<file path="src/rtl/measure_accumulator.sv">
// Sample accumulator that drives an external two-cycle adder one request at a time.
// Each accepted sample is added to the running sum, and a sticky flag records any unsigned wrap.
module measure_accumulator #(
  parameter int CNT_W = 16
) (
  input  logic             clk_i,
  input  logic             rst_i,
  input  logic             start_i,
  input  logic [CNT_W-1:0] count_i,
  input  logic [31:0]      sample_i,
  input  logic             sample_valid_i,
  output logic             sample_ready_o,
  output logic [31:0]      add_a_o,
  output logic [31:0]      add_b_o,
  output logic             add_valid_o,
  input  logic             add_valid_i,
  input  logic [31:0]      add_res_i,
  output logic [31:0]      sum_o,
  output logic             overflow_o,
  output logic             busy_o,
  output logic             done_o
);

  // IDLE: wait for start | ACCEPT: take one sample | WAIT_ADD: request in flight
  // SETTLE: adder high half resolving, load sum | DONE: one-cycle completion pulse
  typedef enum logic [2:0] {IDLE, ACCEPT, WAIT_ADD, SETTLE, DONE} state_t;

  state_t             state_q, state_d;
  logic [CNT_W-1:0]   remain_q, remain_d;
  logic [31:0]        sum_q, sum_d;
  logic               ovf_q, ovf_d;
  logic [31:0]        add_a_q, add_a_d;
  logic [31:0]        add_b_q, add_b_d;
  logic               add_valid_q, add_valid_d;

  always_ff @(posedge clk_i or posedge rst_i) begin
    if (rst_i) begin
      state_q     <= IDLE;
      remain_q    <= '0;
      sum_q       <= '0;
      ovf_q       <= 1'b0;
      add_a_q     <= '0;
      add_b_q     <= '0;
      add_valid_q <= 1'b0;
    end else begin
      state_q     <= state_d;
      remain_q    <= remain_d;
      sum_q       <= sum_d;
      ovf_q       <= ovf_d;
      add_a_q     <= add_a_d;
      add_b_q     <= add_b_d;
      add_valid_q <= add_valid_d;
    end
  end

  always_comb begin
    state_d     = state_q;
    remain_d    = remain_q;
    sum_d       = sum_q;
    ovf_d       = ovf_q;
    add_a_d     = add_a_q;
    add_b_d     = add_b_q;
    add_valid_d = 1'b0;
    case (state_q)
      IDLE: begin
        if (start_i) begin
          remain_d = count_i;
          sum_d    = '0;
          ovf_d    = 1'b0;
          state_d  = (count_i == '0) ? DONE : ACCEPT;
        end
      end
      ACCEPT: begin
        if (sample_valid_i) begin
          add_a_d     = sum_q;
          add_b_d     = sample_i;
          add_valid_d = 1'b1;
          state_d     = WAIT_ADD;
        end
      end
      WAIT_ADD: begin
        if (add_valid_i) state_d = SETTLE;
      end
      SETTLE: begin
        // The result is only complete one cycle after add_valid_i, so it is captured here.
        sum_d    = add_res_i;
        ovf_d    = ovf_q | (add_res_i < sum_q);
        remain_d = remain_q - CNT_W'(1);
        state_d  = (remain_q == CNT_W'(1)) ? DONE : ACCEPT;
      end
      DONE:    state_d = IDLE;
      default: state_d = IDLE;
    endcase
  end

  assign sample_ready_o = (state_q == ACCEPT);
  assign busy_o         = (state_q != IDLE);
  assign done_o         = (state_q == DONE);
  assign add_a_o        = add_a_q;
  assign add_b_o        = add_b_q;
  assign add_valid_o    = add_valid_q;
  assign sum_o          = sum_q;
  assign overflow_o     = ovf_q;

endmodule

</file>
<file path="config.mk">
export PLATFORM = sky130hd
export DESIGN_NAME = measure_accumulator
export DESIGN_NICKNAME = d
export VERILOG_FILES = /design/src/rtl/measure_accumulator.sv
export SDC_FILE = /design/constraint.sdc
export NUM_CORES = 1
export LEC_CHECK = 0
export CAP_MARGIN = 30
export CORE_ASPECT_RATIO = 0.6
export CORE_UTILIZATION = 40
export DETAILED_ROUTE_END_ITERATION = 6
export PLACE_DENSITY = 0.69
export SLEW_MARGIN = 30
export SYNTH_ARGS = -nofsm -noshare
export SYNTH_HDL_FRONTEND = slang
export SYNTH_SLANG_ARGS = --single-unit
</file>
<file path="constraint.sdc">
create_clock -name clk_i -period 4.3 [get_ports clk_i]
set_input_delay 0.645 -clock clk_i [delete_from_list [all_inputs] [get_ports clk_i]]
set_output_delay 0.645 -clock clk_i [all_outputs]
set_load 0.005 [all_outputs]
</file>
==> flow_summary.json <==
{
  "outcome": "finished, final reports clean",
  "crit_buf_inv": 0,
  "grt_util_all_layers_pct": 21.7,
  "comb_power_share_pct": 41.7,
  "crit_arrival_ns": 2.82,
  "synthesis.instances": 492,
  "async_flop_share_pct": 100,
  "finalCritPeriodShare_pct": 60.0,
  "cp_top_family": "simple AND/OR/NAND/NOR gates",
  "pre_cts_ws_ns": 1.57,
  "drt_first_pass_iters": 5,
  "gp_congestion": 0.863,
  "clock_power_share_pct": 24.3,
  "synth_top_flop_cell": "dfrtp_1",
  "wl_per_cell_um": 17.8,
  "peakVddDrop_mv": 0.286,
  "slew-limit-headroom_pct": 42.4,
  "insertion_delay_ns": 0.40,
  "pwr-share-seq_pct": 33.9,
  "slowest_stage": "nor3_1",
  "yosys_warnings": 0,
  "fp.dieH_um": 93.5,
  "total_power_w": 0.00582,
  "grt_pass1_vias": 4544,
  "syn_to_final_growth_pct": 47.4,
  "num_vias": 4622,
  "crit_chain": "nand3b_1 -> nor3_1 -> nand2_1 -> o211ai_1 -> o311ai_0",
  "start_kind": "register",
  "min-delay-start": "remain_q[15]",
  "dieWidth_um": 155,
  "final_cells": 862,
  "crit_type": "register to register",
  "cts_hold_buf": 0,
  "fin_nets": 793,
  "synth_compound_area_share_pct": 11.4,
  "cts_inserted_buffers": 17,
  "grt.busiest_layer": "met2",
  "power.leakage_nw": 3.46,
  "multiInputGateArea_um2": 2420,
  "power_switching_w": 0.00186,
  "grt_setup_unrepaired": "no",
  "synth_xor_area_share_pct": 0,
  "skew_ns": 0.00829,
  "post_cts_buffers": 0,
  "syn_nets": 610,
  "layout_common_cells": "185 x clkdlybuf4s50_1, 117 x dfrtp_1, 64 x mux2_2, 61 x nand2_1, 37 x inv_1",
  "initial_utilization_pct": 41.0,
  "io_pins": 186,
  "synth_cell_types": 48,
  "synth_top_family_by_area": "multiplexers",
  "core_um2": 13600,
  "final_common_cell": "clkdlybuf4s50_1",
  "clock.fmax_mhz": 388,
  "maxCapViolCount": 0,
  "first_iter_violations": 254,
  "grt_pass1_wl_um": 24000,
  "cts-htree-levels": 4,
  "dp.cells": 831,
  "finalHoldViolCount": 0,
  "end_kind": "register",
  "startpoint": "state_q[2]",
  "seq_area_frac_synth_pct": 52.4,
  "path_clk_slew_ns": 0.05,
  "ys_seq_elements": 117,
  "routed_wl_um": 15300,
  "worstHoldPathType": "register to register",
  "grt.overflow.total": 0,
  "gr-usage-met2_pct": 32.9,
  "synth-edff-count": 0,
  "postRouteAntennaNets": 0,
  "cts.sinks": 117,
  "tns_ns": 0,
  "clk_path_buf_depth": 2,
  "antenna_found_initial": 1,
  "fillerInstances": 1103,
  "met3_usage_pct": 6.58,
  "synth-simple-area-share_pct": 11.3,
  "synthMuxAreaShare_pct": 13.1,
  "min_period_ns": 2.58,
  "synth_fa_ha_area_share_pct": 7.39,
  "final_layout_size_suffix_gt1_share_pct": 16.2,
  "die_area_um2": 14500,
  "synthesis.area_um2": 5590,
  "row_count": 33,
  "cts_resized": 0,
  "slew_viol_final": 0,
  "internal_power_w": 0.00395,
  "dp_hpwl_um": 11200,
  "slowest_delay_ns": 0.75,
  "whs_ns": 0.489,
  "setup_ws_ns": 1.72,
  "power.density_nw_per_um2": 706,
  "drc_errors": 0,
  "seq_area_um2": 2930,
  "grt_max_degree": 82,
  "via_per_inst": 5.36,
  "switching_share_pct": 32.0,
  "insertedDiodeCount": 0,
  "portBuffers": 185,
  "cp.required_ns": 4.54,
  "r2r-start": "state_q[2]",
  "syn_avg_cell_area_um2": 11.4,
  "setup_viol": 0,
  "cts_tree": "yes",
  "met1_usage_pct": 30.2,
  "path_max_fanout": 10,
  "cts_root_buf": "clkbuf_16",
  "tightest_slew_ns": 0.857
}
[registers in the layout (all words and copies together), names as in the netlist]
signal       flops
sum_o           32
overflow_o       1
add_a_o         32
add_b_o         32
state_q          3
remain_q        16
add_valid_o      1
[cell usage after synthesis (2+ instances only)]
library cell | n | share of area [%]
dfrtp_1 | 117 | 52
mux2_2 | 64 | 13
nand2_1 | 61 | 4.1
inv_1 | 38 | 2.6
ha_1 | 33 | 7.4
o31ai_1 | 33 | 4.4
a21oi_1 | 19 | 1.7
clkbuf_1 | 17 | 1.1
nor2_1 | 17 | 1.1
nand3_1 | 9 | 0.81
nor4_1 | 8 | 0.90
buf_2 | 5 | 0.45
o211ai_1 | 5 | 0.67
o311ai_0 | 5 | 0.78
a311oi_1 | 4 | 0.63
nand4_1 | 4 | 0.45
nor3_1 | 4 | 0.36
o21ai_0 | 4 | 0.36
a211oi_1 | 3 | 0.40
and4_1 | 3 | 0.47
o22ai_1 | 3 | 0.34
a2111oi_0 | 2 | 0.31
a22oi_1 | 2 | 0.27
and3_1 | 2 | 0.22
buf_1 | 2 | 0.13
nand2b_1 | 2 | 0.22
o221a_2 | 2 | 0.40
or3_1 | 2 | 0.22
or4_1 | 2 | 0.27
or4_4 | 2 | 0.40
[final cells by class]
class / instances / area share, %
flip-flops and latches: 117 / 35.6
well taps: 175 / 2.66
clock inverters: 13 / 1.94
inverters: 38 / 1.79
clock buffers: 18 / 5.21
repair buffers: 189 / 23.4
multi-input cells: 312 / 29.4
[final timing paths]
path / end / slack, ns / cells after the start
min in group asynchronous: add_b_o[25] / 0.76 / 2
worst min register to register: remain_q[15] / 0.49 / 1
worst max-delay path: remain_q[11] / 1.72 / 5
worst min-delay path: remain_q[15] / 0.49 / 1
max in group asynchronous: sum_o[6] / 2.84 / 3
worst max register to register: remain_q[11] / 1.72 / 5
[per-layer routing]
metal,vias to the layer above,wire length [um]
li1,2165,-
met5,-,9
met3,17,1230
met2,198,6750
met4,2,110
met1,2240,7220
[metrics by stage]
step / cell area (um^2) / util [%]
2_1_floorplan: 5590 / -
3_3_place_gp: 7620 / 55.9
3_5_place_dp: 7650 / 56.1
4_1_cts: 8240 / 60.4
5_1_grt: 8240 / 60.4
6_report: 8240 / 60.4
[kinds of logic (layout without fill, tap and decap cells)]
family                     after synthesis  after routing
DFF                                    117            117
buffers and inverters                   63            258
adders and majority gates               33             33
and+or+nand+nor                        125            125
AOI/OAI and AO/OA                       89             89
muxes                                   65             65
[power groups by stage]
stage | sequential [W] | clock (W) | combinational (W)
2_1_floorplan | 0.00195 | 0 | 0.00114
3_3_place_gp | 0.00196 | 0 | 0.00235
3_5_place_dp | 0.00199 | 0 | 0.00243
4_1_cts | 0.00197 | 0.00144 | 0.00245
5_1_grt | 0.00205 | 0.00149 | 0.00264
6_report | 0.00197 | 0.00142 | 0.00243
No activity file was read; power rests on OpenSTA's default activity.
